**src/rtl/freq_divider_if.sv**
```systemverilog
// freq_divider_if: control inputs and divided-clock/tick outputs of freq_divider.
//   en, clr       : master -> divider (count enable, synchronous clear)
//   clk_*         : divider -> master (50% duty square waves, one per stage)
//   tick_*        : divider -> master (one-cycle wrap strobes, one per stage)
interface freq_divider_if;
  logic en;
  logic clr;
  logic clk_1000KHz;
  logic clk_10KHz;
  logic clk_100Hz;
  logic clk_1Hz;
  logic tick_1MHz;
  logic tick_10KHz;
  logic tick_100Hz;
  logic tick_1Hz;
  modport master (
    output en, clr,
    input  clk_1000KHz, clk_10KHz, clk_100Hz, clk_1Hz,
    input  tick_1MHz, tick_10KHz, tick_100Hz, tick_1Hz
  );
  modport slave (
    input  en, clr,
    output clk_1000KHz, clk_10KHz, clk_100Hz, clk_1Hz,
    output tick_1MHz, tick_10KHz, tick_100Hz, tick_1Hz
  );
endinterface

```
**src/rtl/freq_divider.sv**
```systemverilog
// freq_divider: four cascaded modulo-DIV counters producing square waves and wrap ticks.
//   clk   : system clock, rising edge
//   rst_n : asynchronous reset, active low
//   bus   : slave side of freq_divider_if (en, clr in; clk_* and tick_* out)
module freq_divider #(
  parameter int DIV = 100,
  localparam int CW = $clog2(DIV)
) (
  input logic clk,
  input logic rst_n,
  freq_divider_if.slave bus
);
  localparam logic [CW-1:0] MAX  = CW'(DIV - 1);
  localparam logic [CW-1:0] HALF = CW'(DIV / 2);
  logic [3:0][CW-1:0] c_q, c_d;
  logic [3:0] carry, adv, sq_q, sq_d, tk_q, tk_d;
  // Squares are computed from next-state counts so the registered output
  // tracks (ck >= DIV/2) in the same cycle as the count itself.
  always_comb begin
    carry[0] = bus.en & (c_q[0] == MAX);
    for (int k = 1; k < 4; k++) carry[k] = carry[k-1] & (c_q[k] == MAX);
    adv = {carry[2:0], bus.en};
    for (int k = 0; k < 4; k++) begin
      c_d[k]  = bus.clr ? '0 : !adv[k] ? c_q[k] : (c_q[k] == MAX) ? '0 : c_q[k] + 1'b1;
      sq_d[k] = c_d[k] >= HALF;
    end
    tk_d = bus.clr ? '0 : carry;
  end
  always_ff @(posedge clk or negedge rst_n) begin
    if (!rst_n) begin
      c_q  <= '0;
      sq_q <= '0;
      tk_q <= '0;
    end else begin
      c_q  <= c_d;
      sq_q <= sq_d;
      tk_q <= tk_d;
    end
  end
  assign bus.clk_1000KHz = sq_q[0];
  assign bus.clk_10KHz   = sq_q[1];
  assign bus.clk_100Hz   = sq_q[2];
  assign bus.clk_1Hz     = sq_q[3];
  assign bus.tick_1MHz   = tk_q[0];
  assign bus.tick_10KHz  = tk_q[1];
  assign bus.tick_100Hz  = tk_q[2];
  assign bus.tick_1Hz    = tk_q[3];
endmodule
```
**src/flat_wrapper.sv**
```systemverilog
// flat-port wrapper written by rule: the top's interface ports become plain ports
module freq_divider_flat 
#(
  parameter int DIV = 100,
  localparam int CW = $clog2(DIV)
)
  (clk, rst_n, bus_en, bus_clr, bus_clk_1000KHz, bus_clk_10KHz, bus_clk_100Hz, bus_clk_1Hz, bus_tick_1MHz, bus_tick_10KHz, bus_tick_100Hz, bus_tick_1Hz);
  freq_divider_if bus_i ();
  input logic clk;
  input logic rst_n;
  input wire logic [$bits(bus_i.en)-1:0] bus_en;
  input wire logic [$bits(bus_i.clr)-1:0] bus_clr;
  output wire logic [$bits(bus_i.clk_1000KHz)-1:0] bus_clk_1000KHz;
  output wire logic [$bits(bus_i.clk_10KHz)-1:0] bus_clk_10KHz;
  output wire logic [$bits(bus_i.clk_100Hz)-1:0] bus_clk_100Hz;
  output wire logic [$bits(bus_i.clk_1Hz)-1:0] bus_clk_1Hz;
  output wire logic [$bits(bus_i.tick_1MHz)-1:0] bus_tick_1MHz;
  output wire logic [$bits(bus_i.tick_10KHz)-1:0] bus_tick_10KHz;
  output wire logic [$bits(bus_i.tick_100Hz)-1:0] bus_tick_100Hz;
  output wire logic [$bits(bus_i.tick_1Hz)-1:0] bus_tick_1Hz;
  assign bus_i.en = bus_en;
  assign bus_i.clr = bus_clr;
  assign bus_clk_1000KHz = bus_i.clk_1000KHz;
  assign bus_clk_10KHz = bus_i.clk_10KHz;
  assign bus_clk_100Hz = bus_i.clk_100Hz;
  assign bus_clk_1Hz = bus_i.clk_1Hz;
  assign bus_tick_1MHz = bus_i.tick_1MHz;
  assign bus_tick_10KHz = bus_i.tick_10KHz;
  assign bus_tick_100Hz = bus_i.tick_100Hz;
  assign bus_tick_1Hz = bus_i.tick_1Hz;
  freq_divider #(.DIV(DIV)) u_core (.clk(clk), .rst_n(rst_n), .bus(bus_i));
endmodule
```
**config.mk**
```make
export PLATFORM = sky130hd
export DESIGN_NAME = freq_divider_flat
export DESIGN_NICKNAME = d
export VERILOG_FILES = /design/src/rtl/freq_divider_if.sv /design/src/rtl/freq_divider.sv /design/src/flat_wrapper.sv
export SDC_FILE = /design/constraint.sdc
export NUM_CORES = 1
export LEC_CHECK = 0
export CORE_MARGIN = 2
export CORE_UTILIZATION = 40
export CTS_CLUSTER_SIZE = 10
export DETAILED_ROUTE_END_ITERATION = 6
export PLACE_DENSITY_LB_ADDON = 0.3
export SLEW_MARGIN = 15
export SYNTH_ARGS = -nofsm -noshare
export SYNTH_HDL_FRONTEND = slang
export SYNTH_SLANG_ARGS = --single-unit
```
**constraint.sdc**
```tcl
create_clock -name clk -period 5.46 [get_ports clk]
set_input_delay 1.638 -clock clk [delete_from_list [all_inputs] [get_ports clk]]
set_output_delay 1.638 -clock clk [all_outputs]
set_load 0.01 [all_outputs]
```
# == After elaboration in Yosys (flattened, before gate mapping) ==
# Index checks and enable logic that the tools add are counted.
# totals
reg_bits,36
inputBits,4
out_inout_bits,8
word_cells,35
# classes
add_sub_neg,4
magnitude_cmp,4
eq_ne,4
n_mux,13
bitwise,4
# op_table
operator,n
$mux W7,12
$add A7 B1 Y7 const B,4
$eq A7 B7 Y1 const B,4
$ge A7 B6 Y1 const B,4
$and A1 B1 Y1,4
$mux W4,1

# == Longest topological paths before layout ==
# Gate-level depths: netlist (run 1).
# depth
ltp_word,7
ltp_mapped,9
depth_no_buf,7

# == Least setup slack after synthesis (run 1) ==
# No wires, ideal clock.
# synth_timing
path_kind,input port to flip-flop
start,input bus_en
end,register u_core.sq_q[3]
setup_time_ps,120
arrival_ps,3290
required_time_ps,5340
path_slack_ps,2050
path_stages,9
path_buffers,3
cell_sequence,buf_4 and4b_1 buf_6 and4_1 buf_6 and4_1 a31o_1 or3b_1 a31o_1
# synth_lines
element,line_no,text
start: declaration,flat_wrapper.sv:11,input wire logic [$bits(bus_i.en)-1:0] bus_en;
end signal: assignment,freq_divider.sv:36,sq_q <= sq_d;
end: declaration,freq_divider.sv:16,"logic [3:0] carry, adv, sq_q, sq_d, tk_q, tk_d;"

==> flow_summary_export.csv, run 1 <==
group,metric,value,unit
layout,final_cell_mix,"36 x dfrtp_1, 27 x nor2_1, 21 x nand2_1",
route,avgViaCountPerCell,5.13,
route,dr_total_vias,1437,
global_route,grt_start_max_net_pins,37,
placement,place_congestion,0.850,
floorplan,num_rows,25,
synth,ys_seq_area_frac,0.451,
synth,synth_ff_type,"dfrtp_1",
global_route,grt_usage,0.149,
clock_network,clock_sinks,36,
synth,synth_area,2000,um^2
clock_network,cts_tree,"built",
timing,fin_crit,3860,ps
floorplan,die-width,74.7,um
clock_network,cts.htree.levels,2,
global_route,antenna_found_initial,0,
layout,fin_area,2240,um^2
timing,fmax,0.259,GHz
clock_network,postCtsHoldBufs,0,
worst_setup_path,timing.rr.start,"u_core.c_q[0]",
worst_setup_path,crit_required,5640,ps
timing,finalCritPeriodShare,0.707,
timing,worst_pin_slew,774,ps
timing,hold_viol,0,
global_route,grt_pass1_vias,1370,
timing,rsz0062_at_grt,"false",
placement,hpwlAfterDp,2570,um
worst_setup_path,r2r_slack,2980,ps
synth,synthTopCellsByArea,"dfrtp_1 45%, nor2_1 5.1%, nand2_1 3.9%, xor2_1 3.9%, xnor2_1 3.1%",
clock_network,clk_latency,290,ps
clock_network,cts_buffers,5,
route,postRouteAntennaNets,0,
synth,synth_nets,212,
global_route,grt_overflow,0,
layout,syn_to_final_growth,12.0,%
synth,avgSynthCellArea,9.79,um^2
synth,syn_inst,204,
global_route,grt_pass1_wl,6300,um
timing,setup-tns-final,0,ps
power_and_ir_drop,peakVddDrop,0.000151,V
floorplan,io_pins,12,
synth,synth_top_area_frac,0.451,
route,dr.pass1.iters,4,
run_status,run_status,"complete, no violations",
layout,drive_gt1_frac,0.108,
job,cap_violations,0,
worst_setup_path,timing_worst_setup_path_type,"in -> reg",
route,drt-total-wl,3590,um
worst_setup_path,endpoint,"u_core.sq_q[3]",
clock_network,clk_path_buf_depth,2,
clock_network,clk_pin_slew,80,ps
layout,layout.nets,220,
layout,insertedDiodeCount,0,
timing,setup_viol,0,
clock_network,post_cts_resized,0,
timing,final.setup_skew,9.43,ps
synth,ys_seq_elements,36,
floorplan,initial_core_util,0.420,
worst_setup_path,r2r_end,"u_core.sq_q[3]",
timing,relSlewSlack,0.484,
layout,mostFrequentLayoutCell,"dfrtp_1",
route,route.detailed.drc,0,
route,first_iter_violations,120,
clock_network,postCtsSetupRepairBufs,0,
synth,yosysWarnings,0,
worst_setup_path,startpoint,"bus_en",
worst_hold_path,min_path_type,"reg -> reg",
floorplan,die_y,74.7,um
synth,synth_edf_count,0,
placement,io_buffers,11,
power_and_ir_drop,p_leak,0.954,nW
floorplan,core_area,4750,um^2
worst_setup_path,critPathMaxFanout,10,
placement,placed_cell_area,2110,um^2
route,routedWlPerCell,12.8,um
worst_setup_path,reg2reg_depth,7,
power_and_ir_drop,powerDensity,243,nW/um^2
timing,report.final.slew_viol_count,0,
clock_network,cts_root_buffer,"clkbuf_8",
synth,yosys.area.top_type,"dfrtp_1",
synth,ys_types,46,
worst_setup_path,arrival,4040,ps
worst_setup_path,cp-start-kind,"primary input",
worst_setup_path,endpoint_kind,"flop",
floorplan,dieArea,5570,um^2
synth,async_reset_ff_frac,1.00,
[critical path, cell delays in order]
cell and delay [ps]:
clkdlybuf4s50_1 590, and4b_1 350, and4_1 420, nand2_2 160, a31o_1 270, or3b_1 380
a31o_1 230
[power breakdown]
| group | internal (mW) | total, mW | switching (mW) |
|---|---|---|---|
| Sequential | 0.268 | 0.270 | 0.00153 |
| Clock | 0.161 | 0.256 | 0.0951 |
| Combinational | 0.00525 | 0.0181 | 0.0128 |
[registers in the layout, summed over array words and instances (netlist names)]
register     count
u_core.tk_q      4
u_core.c_q      28
u_core.sq_q      4
[layer usage]
metal,global-route usage,vias to the layer above,share of wire
li1,-,735,-
met1,0.191,671,0.48
met2,0.247,23,0.47
met3,0.0402,8,0.030
met4,0.0516,0,0.019
met5,0,-,0
[worst min-delay path by stage]
stage	from	to	slack, ps	cells after the start
floorplan	u_core.c_q[14]	u_core.c_q[14]	490	1
global placement	u_core.c_q[14]	u_core.c_q[14]	520	1
detailed placement	u_core.c_q[14]	u_core.c_q[14]	530	1
CTS	u_core.c_q[14]	u_core.c_q[14]	560	1
global route	u_core.c_q[14]	u_core.c_q[14]	590	1
finish	u_core.c_q[14]	u_core.c_q[14]	550	1
[cells by family (layout without fill, tap and decap cells)]
logic type / count (synthesis) / in the layout / synth area share
buf+inv: 14 / 23 / 0.0457
simple gates: 98 / 98 / 0.274
mux: 3 / 3 / 0.0150
xor+xnor: 16 / 16 / 0.0702
compound gates: 33 / 33 / 0.119
fa+ha+maj: 4 / 4 / 0.0251
flops: 36 / 36 / 0.451
[layout make-up]
cell class / count / area (um^2)
clock buffer: 7 / 96.3
multi-input combinational: 154 / 1000
fill: 451 / 2520
sequential: 36 / 901
inverter: 4 / 15.0
clock inverter: 1 / 30.0
timing repair buffer: 11 / 105
tap: 67 / 83.8
[stage by stage]
stage          instances  setup WS, ps  hold WS, ps  power (mW)   util
5_1_grt              280          1420          593       0.564  0.470
2_1_floorplan        204          2050          486       0.284      -
3_5_place_dp         272          1290          534       0.293  0.444
3_3_place_gp         272          1360          522       0.293  0.444
6_report             280          1600          549       0.544  0.470
4_1_cts              280          1600          556       0.552  0.470
[synthesized netlist by cell type, drive strengths merged, types with 4 or more instances]
| library cell | number |
|---|---|
| nor2 | 27 |
| nor3 | 4 |
| nand4 | 7 |
| a21oi | 9 |
| a31o | 4 |
| nand2 | 22 |
| dfrtp | 36 |
| xor2 | 9 |
| and2 | 5 |
| buf | 7 |
| nand3 | 10 |
| inv | 4 |
| xnor2 | 7 |
| ha | 4 |
| o21ai | 10 |
Note: power is estimated with default switching activity, not from simulation.
==> run 2, diff against run 1 <==
==> constraint.sdc (replaced) <==
create_clock -name clk -period 3.55 [get_ports clk]
set_input_delay 1.065 -clock clk [delete_from_list [all_inputs] [get_ports clk]]
set_output_delay 1.065 -clock clk [all_outputs]
set_load 0.01 [all_outputs]
==> flow_summary_export.csv, run 2 (synthesis results as in run 1) <==
group,metric,value,unit
timing,report.final.slew_viol_count,0,
worst_setup_path,reg2reg_depth,7,
worst_setup_path,r2r_end,"u_core.sq_q[3]",
clock_network,clk_path_buf_depth,2,
global_route,grt_overflow,0,
clock_network,postCtsHoldBufs,0,
route,dr_wl_met2,1780,um
timing,whs,533,ps
route,top_layer_used,"met4",
floorplan,die_y,74.7,um
global_route,grt_pass1_wl,6590,um
timing,worst_pin_slew,790,ps
route,avgViaCountPerCell,5.21,
power_and_ir_drop,peakVddDrop,0.000172,V
timing,relSlewSlack,0.473,
timing,hold_viol,0,
clock_network,clk_pin_slew,70,ps
floorplan,core_area,4750,um^2
clock_network,cts.htree.levels,2,
clock_network,postCtsSetupRepairBufs,0,
clock_network,clock_sinks,36,
worst_setup_path,crit_required,3730,ps
layout,drive_gt1_frac,0.124,
timing,fmax,0.317,GHz
route,first_iter_violations,64,
layout,mostFrequentLayoutCell,"dfrtp_1",
route,postRouteAntennaNets,0,
global_route,grt_pass1_vias,1411,
worst_setup_path,critPathMaxFanout,7,
timing,rsz0062_at_grt,"false",
route,drt-total-wl,3790,um
worst_hold_path,min_from,"u_core.c_q[14]",
placement,dp_slack,98.7,ps
timing,setup_viol,0,
timing,finalCritPeriodShare,0.887,
floorplan,initial_core_util,0.420,
placement,place_congestion,0.834,
worst_setup_path,timing_worst_setup_path_type,"in -> reg",
power_and_ir_drop,powerDensity,339,nW/um^2
layout,top_register,"u_core.c_q",
route,routedWlPerCell,13.3,um
layout,largest_reg_flops,28,
placement,hpwlAfterDp,2710,um
layout,largestRegisters,"u_core.c_q x28, u_core.sq_q x4, u_core.tk_q x4",
worst_hold_path,whs_path_depth,1,
placement,io_buffers,11,
clock_network,post_cts_resized,0,
layout,fin_util,0.472,
worst_hold_path,holdPathEnd,"u_core.c_q[14]",
timing,setup-tns-final,0,ps
run_status,run_status,"complete, no violations",
clock_network,cts_tree,"built",
worst_setup_path,r2r_slack,1170,ps
worst_setup_path,cp-start-kind,"primary input",
clock_network,clk_latency,300,ps
route,wl_met3,113,um
worst_hold_path,min_path_type,"reg -> reg",
layout,syn_to_final_growth,12.3,%
clock_network,cts_root_buffer,"clkbuf_8",
timing,final.setup_skew,5.47,ps
layout,insertedDiodeCount,0,
global_route,grt_usage,0.156,
floorplan,die-width,74.7,um
layout,layoutNonFillerInstCount,284,
layout,layout.nets,225,
timing,setup_slack,400,ps
route,drt-met1-wl,1810,um
floorplan,io_pins,12,
route,dr.pass1.iters,4,
floorplan,dieArea,5570,um^2
timing,fin_crit,3150,ps
clock_network,cts_buffers,5,
power_and_ir_drop,p_leak,0.963,nW
global_route,antenna_found_initial,0,
job,cap_violations,0,
layout,final_cell_mix,"36 x dfrtp_1, 27 x nor2_1, 21 x nand2_1",
placement,placed_cells,277,
route,dr_total_vias,1481,
worst_setup_path,endpoint_kind,"flop",
route,route.detailed.drc,0,
worst_setup_path,timing.rr.start,"u_core.c_q[15]",
worst_setup_path,arrival,3330,ps
global_route,grt_start_max_net_pins,37,
floorplan,num_rows,25,
[run 2: changes by cell type in the layout (fill, tap and decap cells not counted), sizes merged]
| cell | before | now |
|---|---|---|
| buf | 1 | 6 |
| bufinv | 1 | 0 |
[run 2: where the power goes]
part,internal (mW),switching (mW)
clock,0.173,0.143
sequential,0.412,0.00243
combinational,0.0102,0.0206
total,0.595,0.166
[run 2: stage by stage]
step | area, um^2 | power (mW)
2_1_floorplan | 2000 | 0.437
3_3_place_gp | 2150 | 0.454
3_5_place_dp | 2150 | 0.454
4_1_cts | 2240 | 0.776
5_1_grt | 2240 | 0.793
6_report | 2240 | 0.761
[run 2: critical path, stage by stage]
cell,delay (ps)
clkdlybuf4s50_1,590
and4b_1,350
and4_1,330
nand2_2,140
a31o_1,260
or3b_1,380
a31o_1,220
[run 2: worst max-delay path by stage]
stage,from,end,depth (start not counted)
floorplan,bus_en,u_core.sq_q[3],9
global placement,bus_en,u_core.sq_q[3],7
detailed placement,bus_en,u_core.sq_q[3],7
CTS,bus_en,u_core.sq_q[3],7
global route,bus_en,u_core.sq_q[3],7
finish,bus_en,u_core.sq_q[3],7
[run 2: final cells by class]
class                   instances  area (um^2)
repair buffers                 16          143
flip-flops and latches         36          901
clock buffers                   7         96.3
inverters                       4         15.0
well taps                      67         83.8
fillers                       484         2510
multi-input cells             154         1000
[run 2: metal layers]
metal | global-route usage | vias up
met5 | 0 | -
met4 | 0.0774 | 0
met3 | 0.0321 | 7
met2 | 0.253 | 19
met1 | 0.200 | 706
li1 | - | 749
